--- src/rtl/imem_stream_loader.sv ---
// Streams little-endian bytes into 32-bit instruction words for dnn_cpu, writing them from address 0.
// Holds the CPU in reset during the load, then releases reset and, after a delay, asserts enb.
module imem_stream_loader #(
    parameter int ADDR_W      = 7,
    parameter int RELEASE_CYC = 1
) (
    input  logic              clk,
    input  logic              rst,
    input  logic              start,
    input  logic [ADDR_W:0]   num_words,
    input  logic [7:0]        s_data,
    input  logic              s_valid,
    output logic              s_ready,
    output logic [31:0]       inst_data,
    output logic [ADDR_W-1:0] inst_addr,
    output logic              inst_wen,
    output logic              cpu_rst,
    output logic              cpu_enb,
    output logic              busy,
    output logic              done
);

    typedef enum logic [1:0] {IDLE, LOAD, RELEASE, RUN} state_t;

    localparam logic [ADDR_W:0] DEPTH    = {1'b1, {ADDR_W{1'b0}}};
    localparam logic [3:0]      REL_LAST = 4'(RELEASE_CYC - 1);

    state_t            state;
    logic [ADDR_W:0]   n_words;
    logic [ADDR_W:0]   word_idx;
    logic [1:0]        byte_cnt;
    logic [23:0]       word_buf;
    logic [3:0]        rel_cnt;
    logic              last_wr;
    logic [ADDR_W:0]   n_clamped;

    assign n_clamped = (num_words > DEPTH) ? DEPTH : num_words;

    always_ff @(posedge clk) begin
        if (rst) begin
            state     <= IDLE;
            s_ready   <= 1'b0;
            inst_wen  <= 1'b0;
            inst_addr <= '0;
            inst_data <= '0;
            cpu_rst   <= 1'b1;
            cpu_enb   <= 1'b0;
            busy      <= 1'b0;
            done      <= 1'b0;
            n_words   <= '0;
            word_idx  <= '0;
            byte_cnt  <= '0;
            word_buf  <= '0;
            rel_cnt   <= '0;
            last_wr   <= 1'b0;
        end else begin
            inst_wen <= 1'b0;
            case (state)
                IDLE, RUN: begin
                    if (start) begin
                        n_words  <= n_clamped;
                        word_idx <= '0;
                        byte_cnt <= '0;
                        last_wr  <= 1'b0;
                        done     <= 1'b0;
                        cpu_enb  <= 1'b0;
                        busy     <= 1'b1;
                        if (n_clamped == '0) begin
                            state   <= RELEASE;
                            cpu_rst <= 1'b0;
                            rel_cnt <= REL_LAST;
                        end else begin
                            state   <= LOAD;
                            cpu_rst <= 1'b1;
                            s_ready <= 1'b1;
                        end
                    end
                end
                LOAD: begin
                    // last_wr marks the final write cycle; reset is released right after it
                    if (last_wr) begin
                        state   <= RELEASE;
                        cpu_rst <= 1'b0;
                        rel_cnt <= REL_LAST;
                        last_wr <= 1'b0;
                    end else if (s_valid && s_ready) begin
                        byte_cnt <= byte_cnt + 2'd1;
                        case (byte_cnt)
                            2'd0: word_buf[7:0]   <= s_data;
                            2'd1: word_buf[15:8]  <= s_data;
                            2'd2: word_buf[23:16] <= s_data;
                            default: begin
                                inst_wen  <= 1'b1;
                                inst_addr <= word_idx[ADDR_W-1:0];
                                inst_data <= {s_data, word_buf};
                                word_idx  <= word_idx + 1'b1;
                                if (word_idx + 1'b1 == n_words) begin
                                    s_ready <= 1'b0;
                                    last_wr <= 1'b1;
                                end
                            end
                        endcase
                    end
                end
                RELEASE: begin
                    if (rel_cnt == 4'd0) begin
                        state   <= RUN;
                        busy    <= 1'b0;
                        done    <= 1'b1;
                        cpu_enb <= 1'b1;
                    end else begin
                        rel_cnt <= rel_cnt - 4'd1;
                    end
                end
                default: state <= IDLE;
            endcase
        end
    end

endmodule

--- config.mk ---
export PLATFORM = sky130hd
export DESIGN_NAME = imem_stream_loader
export DESIGN_NICKNAME = d
export VERILOG_FILES = /design/src/rtl/imem_stream_loader.sv
export SDC_FILE = /design/constraint.sdc
export NUM_CORES = 1
export LEC_CHECK = 0
export BUFFER_PORTS_ARGS = -buffer_cell sky130_fd_sc_hd__buf_2
export CORE_MARGIN = 10
export CORE_UTILIZATION = 44
export CTS_CLUSTER_SIZE = 20
export DETAILED_ROUTE_END_ITERATION = 8
export GPL_TIMING_DRIVEN = 0
export PLACE_DENSITY = 0.71
export SYNTH_ARGS = -nofsm -noshare
export SYNTH_HDL_FRONTEND = slang
export SYNTH_SLANG_ARGS = --single-unit
--- constraint.sdc ---
create_clock -name clk -period 2.2 [get_ports clk]
set_clock_uncertainty 0.05 [all_clocks]
set_input_delay 0.22 -clock clk [delete_from_list [all_inputs] [get_ports clk]]
set_output_delay 0.22 -clock clk [all_outputs]
set_load 0.05 [all_outputs]
# Word level (Yosys, flattened, before mapping)
# Cells that the tools add are included.
[op_classes]
addsub = 3
multipliers = 0
n_div = 0
n_lt_le_gt_ge = 1
eq_ne = 16
shift = 0
mux = 43
bitwise_logic = 4
n_reduce_logical = 23
[ops]
columns = ["op", "n"]
rows = [
  ["$mux 8", 5],
  ["$reduce_and 4->1", 6],
  ["$ne 2x2->1 const B", 10],
  ["$mux 1", 18],
  ["$mux 4", 4],
  ["$pmux 8 s2", 1],
  ["$mux 2", 7],
  ["$pmux 4 s3", 1],
  ["$pmux 1 s2", 5],
  ["$reduce_and 3->1", 3],
  ["$add 8x1->8 const B", 1],
  ["$eq 8x8->1", 1],
  ["$gt 8x8->1 const B", 1],
  ["$logic_not 8->1", 1],
  ["$reduce_and 7->1", 1],
  ["$eq 2x2->1 const B", 3],
  ["$pmux 2 s3", 1],
  ["$reduce_and 5->1", 1],
  ["$eq 2x1->1 const B", 2],
  ["$logic_not 2->1", 2],
  ["$logic_not 4->1", 1],
  ["$not 1->1", 4],
  ["$pmux 2 s2", 1],
  ["$reduce_and 2->1", 2],
  ["7 further kinds", 8],
]
[word_totals]
register_bits = 93
latchBits = 0
mem_bits_rw = 0
romBits = 0
in_bits = 20
output_inout_bits = 45
elab_cells = 106
n_memories = 0

# Depth between registers and ports, before layout
# Gate-level depths: netlist of run 1.
[logic_depth]
ltp_word = 7
ltp_mapped = 8
mapped_depth_nobuf = 7

# Worst setup path before layout of run 1
# Ideal clock, no wire load.
[synth_path]
kind = "register -> register"
from = "reg s_ready"
to = "reg s_ready"
setup_ns = 0.120
arrival_time_ns = 1.794
required_time_ns = 2.030
path_slack_ns = 0.237
stages_incl_launch_ff = 6
path_buffers = 0
synth_period_minus_slack_ns = 1.963
path_cell_list = "dfxtp_1 and4b_1 nand3_2 nor4_1 o2111ai_1 o31a_1"
[synth_between]
elab_chain_len = 3
[synth_lines]
columns = ["element", "line", "source"]
rows = [
  ["start: declaration", "13", "output logic s_ready,"],
  ["start signal: assignment", "42", "s_ready <= 1'b0;"],
  ["start signal: assignment", "75", "s_ready <= 1'b1;"],
  ["start signal: assignment", "98", "s_ready <= 1'b0;"],
  ["$logic_and 1x1->1", "86", "end else if (s_valid && s_ready) begin"],
  ["$ne 2x2->1 (no line)", "--", ""],
  ["$reduce_and 7->1 (no line)", "--", ""],
]
# Every way passes these cells.
# A chain may end at the register's enable or synchronous reset.

# Worst setup path in the final report of run 1
[layout_path]
from = "reg word_idx[1]"
to = "reg s_ready"
[layout_between]
elab_chain_len = 4
[layout_lines]
columns = ["element", "line", "source"]
rows = [
  ["start: declaration", "30", "logic [ADDR_W:0] word_idx;"],
  ["start signal: assignment", "96", "word_idx <= word_idx + 1'b1;"],
  ["$add 8x1->8", "97", "if (word_idx + 1'b1 == n_words) begin"],
  ["$eq 8x8->1", "97", ""],
  ["$ne 2x2->1 (no line)", "--", ""],
  ["$reduce_and 7->1 (no line)", "--", ""],
]
# Every way passes these cells.

==> qor.txt, run 1 <==
P&R area growth vs syn = 17.2%
Warnings, synthesis = 0
Worst EP required = 2.41 ns
Routed WL per cell = 14.7 microns
Avg Inst Size Synth = 8.00 sq um
Iter 0 DRT Violations = 221
Worst Tran Pin Value = 0.654 ns
# setup viols final = 0
# DRC = 0
TritonCTS clock tree = done
syn nets = 519
Initial Utilization = 45.0%
status = completed
chip height = 114 microns
fin cells = 677
RSZ-0062 raised after global routing = no
Pwr Density = 904 nW/um^2
Hold Crit Start = s_data[3]
IO Pins = 65
largest stage delay on the critical path = 0.45 ns
ys async rst share = 0%
Clk Latency, worst-skew pair = 0.37 ns
power consumption = 4.16 mW
Crit. Startpoint = word_idx[1]
GP Congestion = 0.834
Max Cap Viol = 0
Slew headroom = 56.4%
Max Fanout on Critical Path = 9
Port Buffers = 62
grt ovf = 0
core area = 8720 sq um
CTS Buf Count = 9
worst path cell trace = ha_1 -> nand3_1 -> xnor2_1 -> nor4_1 -> o2111ai_1 -> o31a_1
synthesized cell area = 3930 sq um
Logic pwr share = 26.3%
gr usage total = 15.1%
Max Slew Vio Count = 0
via count = 3577
highest-delay cell along the critical path = dfxtp_2
Final min period = 2.09 ns
Netlist cell types = 47
largest net degree at the start of global routing = 19
period utilization = 95.1%
maximum vdd drop = 0.000958 V
dpl hpwl = 7.36 mm
critical path startpoint category = flip-flop
nets = 592
critical path class = reg2reg
sequential share of power = 44.0%
Post-synth EDFFs = 0
top cell family by delay on the critical path = compound AO/OA/AOI/OAI gates
switching power total = 1.48 mW
fmax = 478 MHz
Main synth FF type = dfxtp_1
# diodes = 0
Worst R2R Start = word_idx[1]
Vias/cell = 5.28
Max Root-Sink Buffers = 2
First-pass DRT Iterations = 5
internal cell power = 2.69 mW
Hold Path Class = in2reg
Lkg Pwr = 1.78 nW
H-tree depth = 3
Clock power frac = 29.7%
Setup crit end kind = flip-flop
first-pass GRT wire length = 16.3 mm
initial antenna violation count = 0
Yosys reg bits = 93
Routed Antenna Nets = 0
die extent in x = 114 microns
Clk pin slew, worst setup/hold paths = 0.11 ns
Place WS = -0.00912 ns
Site Rows = 34
endpoints failing hold = 0
die area = 13100 sq um
Final WS setup = 0.109 ns
Worst EP arrival = 2.31 ns
placed insts = 661
Sink Count = 93
vias in the first global route = 3335
Syn Inst Count = 491
clock root cell = clkbuf_8
share of cells above drive strength 1 = 17.6%
dpl cell area = 4370 sq um
WHS = 0.0715 ns
number of buffers and inverters on the critical path = 0
sequential-to-total area share from yosys stat = 47.4%
Design Area, Final = 4600 sq um
sw frac = 35.5%
CTS Hold Buffers Added = 0
final WL = 9.92 mm
-- area by class of cell --
| cell class | instances | area, sq um |
|---|---|---|
| clock inverter | 7 | 91.3 |
| multi-input combinational | 355 | 1900 |
| timing repair buffer | 62 | 310 |
| fill | 828 | 4120 |
| buffer | 32 | 140 |
| tap | 108 | 135 |
| inverter | 11 | 41.3 |
| clock buffer | 9 | 124 |
| sequential | 93 | 1860 |
-- path summary, 6_finish.rpt --
path	end	slack, ns	cells past startpoint
setup / recovery	s_ready	0.11	6
hold / removal	inst_data[27]	0.07	3
setup reg to reg	s_ready	0.11	6
hold reg to reg	inst_data[1]	0.40	2
-- repair_timing --
| action | in CTS | in global routing |
|---|---|---|
| endpoints found under the setup margin | 1 | 10 |
| gates resized for setup | 2 | 2 |
| buffers inserted | 0 | 0 |
| pin swaps | 0 | 2 |
| gates cloned | 0 | 0 |
-- cells in the final DEF (no fill, tap or decap), types with 5 or more instances in the layout --
cell type / netlist / layout
nor2_1: 25 / 25
xor2_1: 6 / 6
clkbuf_8: 0 / 9
a21oi_1: 89 / 87
clkbuf_1: 21 / 21
mux2i_1: 5 / 5
inv_1: 11 / 11
dfxtp_1: 93 / 92
nor3_1: 5 / 5
nand2_1: 120 / 120
o21ai_0: 8 / 8
nand3_1: 32 / 32
nor2b_1: 6 / 6
ha_1: 8 / 8
nor3b_1: 8 / 8
buf_2: 7 / 69
-- power groups by stage --
stage	sequential (mW)	clock (mW)	combinational [mW]
6_report	1.83	1.23	1.10
4_1_cts	1.83	1.25	1.08
2_1_floorplan	1.95	0	0.731
3_5_place_dp	1.87	0	1.06
5_1_grt	1.84	1.33	1.21
3_3_place_gp	1.86	0	1.03
-- synthesized netlist by cell type (7+ instances only) --
master / instances / area (sq um)
nor2_1: 25 / 93.8
ha_1: 8 / 100
buf_2: 7 / 35.0
nand3_1: 32 / 160
o21ai_0: 8 / 40.0
clkbuf_1: 21 / 78.8
nor3b_1: 8 / 60.1
nand2_1: 120 / 450
a21oi_1: 89 / 445
dfxtp_1: 93 / 1860
inv_1: 11 / 41.3
-- worst min-delay path, cell delays in order --
cell     delay (ns)
buf_2          0.13
nand2_1        0.06
a21oi_1        0.05
-- logic make-up (layout without fill, tap and decap cells) --
family | count (synthesis) | count (layout) | synth area share (%)
AND/OR/NAND/NOR | 216 | 216 | 25.4
multiplexers | 5 | 5 | 1.27
buffers and inverters | 43 | 121 | 4.62
flip-flops | 93 | 93 | 47.4
XOR/XNOR | 10 | 10 | 2.23
AO/OA/AOI/OAI | 116 | 116 | 16.5
adder cells (fa/ha/maj) | 8 | 8 | 2.55
-- registers in the layout (all words and copies together), names as in the netlist, 2 cells and up --
signal and cells:
n_words 8, word_idx 8, byte_cnt 2, word_buf 24, inst_data 32, rel_cnt 4, inst_addr 7, state 2
-- routing by layer --
| layer | track usage [%] | vias up | wire length (microns) |
|---|---|---|---|
| met1 | 19.4 | 1638 | 4470 |
| li1 | - | 1821 | - |
| met5 | 0 | - | 0 |
| met4 | 4.34 | 0 | 106 |
| met3 | 4.56 | 15 | 770 |
| met2 | 24.0 | 103 | 4570 |
-- per-stage QoR --
stage / setup TNS, ns / utilization (%)
5_1_grt: 0 / 52.8
3_5_place_dp: -0.00912 / 50.1
4_1_cts: 0 / 52.7
3_3_place_gp: 0 / 50.1
6_report: 0 / 52.8
2_1_floorplan: 0 / -
Power figures use the tool's default switching activity.
==> inputs of run 2 (changes only) <==
--- a/config.mk
+++ b/config.mk
@@ -7,11 +7,11 @@
 export LEC_CHECK = 0
 export BUFFER_PORTS_ARGS = -buffer_cell sky130_fd_sc_hd__buf_2
 export CORE_MARGIN = 10
-export CORE_UTILIZATION = 44
+export CORE_UTILIZATION = 36
 export CTS_CLUSTER_SIZE = 20
 export DETAILED_ROUTE_END_ITERATION = 8
 export GPL_TIMING_DRIVEN = 0
-export PLACE_DENSITY = 0.71
+export PLACE_DENSITY = 0.61
 export SYNTH_ARGS = -nofsm -noshare
 export SYNTH_HDL_FRONTEND = slang
 export SYNTH_SLANG_ARGS = --single-unit
==> qor.txt, run 2 (synthesis results as in run 1) <==
die area = 15500 sq um (+18%)
critical path startpoint category = flip-flop
# diodes = 0 (unchanged)
Final WS setup = 0.0431 ns (-0.0657 ns)
Clk Latency, worst-skew pair = 0.35 ns (-0.02 ns)
TritonCTS clock tree = done
Max Fanout on Critical Path = 10 (+1)
Slew headroom = 56.4% (about the same)
Worst EP required = 2.40 ns (about the same)
vias in the first global route = 3550 (+6.4%)
critical path class = reg2reg
gr usage total = 13.1% (-2.0 points)
largest register by flop count = inst_data
dpl hpwl = 7.89 mm (+7.2%)
initial antenna violation count = 0 (unchanged)
chip height = 124 microns (+8.7%)
IO Pins = 65 (unchanged)
nets = 592 (unchanged)
dpl cell area = 4410 sq um (+0.92%)
maximum vdd drop = 0.000783 V (-18%)
Hold Path Class = in2reg
Iter 0 DRT Violations = 191 (-14%)
biggest regs = inst_data: 32 flops, word_buf: 24 flops
via count = 3636 (+1.6%)
Lkg Pwr = 1.76 nW (-0.63%)
number of flip-flops in the largest register = 32 (unchanged)
# DRC = 0 (unchanged)
clock root cell = clkbuf_8
first-pass GRT wire length = 17.3 mm (+6.4%)
die extent in x = 124 microns (+8.7%)
CTS Buf Count = 9 (unchanged)
core area = 10700 sq um (+23%)
P&R area growth vs syn = 18.2%
First-pass DRT Iterations = 4 (-1)
Routed WL per cell = 14.8 microns (+1.1%)
total setup buffers inserted after CTS = 0 (unchanged)
Max Root-Sink Buffers = 2 (unchanged)
Max Slew Vio Count = 0 (unchanged)
Clk pin slew, worst setup/hold paths = 0.10 ns (about the same)
Final min period = 2.16 ns (+0.0657 ns)
Port Buffers = 62 (unchanged)
Worst Tran Pin Value = 0.654 ns (-0.000177 ns)
Site Rows = 38 (+12%)
Sink Count = 93 (unchanged)
H-tree depth = 3 (unchanged)
Pwr Density = 882 nW/um^2 (-2.5%)
status = completed
grt ovf = 0 (unchanged)
Worst R2R Start = state[0]
Hold Crit Start = s_data[2]
# setup viols final = 0 (unchanged)
Routed Antenna Nets = 0 (unchanged)
period utilization = 98.0% (+3.0 points)
fmax = 464 MHz (-3.0%)
Vias/cell = 5.14 (-2.8%)
Initial Utilization = 36.5% (-8.5 points)
WHS = 0.0896 ns (+0.0181 ns)
most frequent cells in the layout = nand2_1 (120), dfxtp_1 (92), a21oi_1 (87)
share of cells above drive strength 1 = 18.0% (+0.38 points)
GP Congestion = 0.826 (-0.91%)
most common cell after layout, fill and taps aside = nand2_1
endpoints failing hold = 0 (unchanged)
Worst EP arrival = 2.36 ns (+0.05 ns)
final WL = 10.5 mm (+5.7%)
Crit. Startpoint = state[0]
Setup crit end kind = flip-flop
Max Cap Viol = 0 (unchanged)
Place WS = -0.0254 ns (-0.0163 ns)
largest net degree at the start of global routing = 17 (-2)
Design Area, Final = 4640 sq um (+0.82%)
[run 2: final timing paths]
path                   endpoint  slack (ns)  depth (start not counted)
setup reg to reg        s_ready        0.04                          8
hold / removal    inst_data[26]        0.09                          3
setup / recovery        s_ready        0.04                          8
hold reg to reg    inst_data[5]        0.40                          2
[run 2: what timing repair did]
action,CTS,global route
cloned,0,0
endpoints found under the hold margin,0,0
gates resized for setup,2,7
setup endpoints to repair,1,9
pin swaps,0,1
hold buffers,0,0
[run 2: worst max-delay path, cell delays in order, from the launching register on]
cell	delay (ns)
dfxtp_1	0.37
inv_1	0.05
ha_1	0.27
buf_2	0.20
nand2b_4	0.13
nand3_4	0.13
nor4_2	0.31
o2111ai_1	0.22
o31a_1	0.32
[run 2: per-stage QoR]
stage	total power [mW]	instances	TNS [ns]	utilization, %
after floorplan	2.68	491	0	-
after detailed placement	2.94	693	-0.0254	41.1
after global placement	2.91	693	-0.0161	41.1
after CTS	4.10	708	0	43.0
after global routing	4.31	708	-0.0281	43.2
final	4.09	708	0	43.2
[run 2: final cells by class]
class,count,area (sq um)
buffer,32,141
clock buffer,9,124
clock inverter,6,71.3
fill,1125,6100
inverter,11,41.3
multi-input combinational,355,1910
sequential,93,1860
tap,140,175
timing repair buffer,62,310
[run 2: power breakdown]
group	internal, mW	total (mW)	switching (mW)
sequential	1.77	1.84	0.0702
combinational	0.372	1.12	0.743
clock	0.529	1.14	0.612
total	2.67	4.09	1.43
[run 2: routing by layer]
metal | track usage, % | routed length (microns) | vias up
li1 | - | - | 1816
met4 | 3.43 | 144 | 0
met3 | 3.66 | 570 | 14
met2 | 21.5 | 4780 | 109
met5 | 0 | 0 | -
met1 | 16.5 | 4990 | 1697
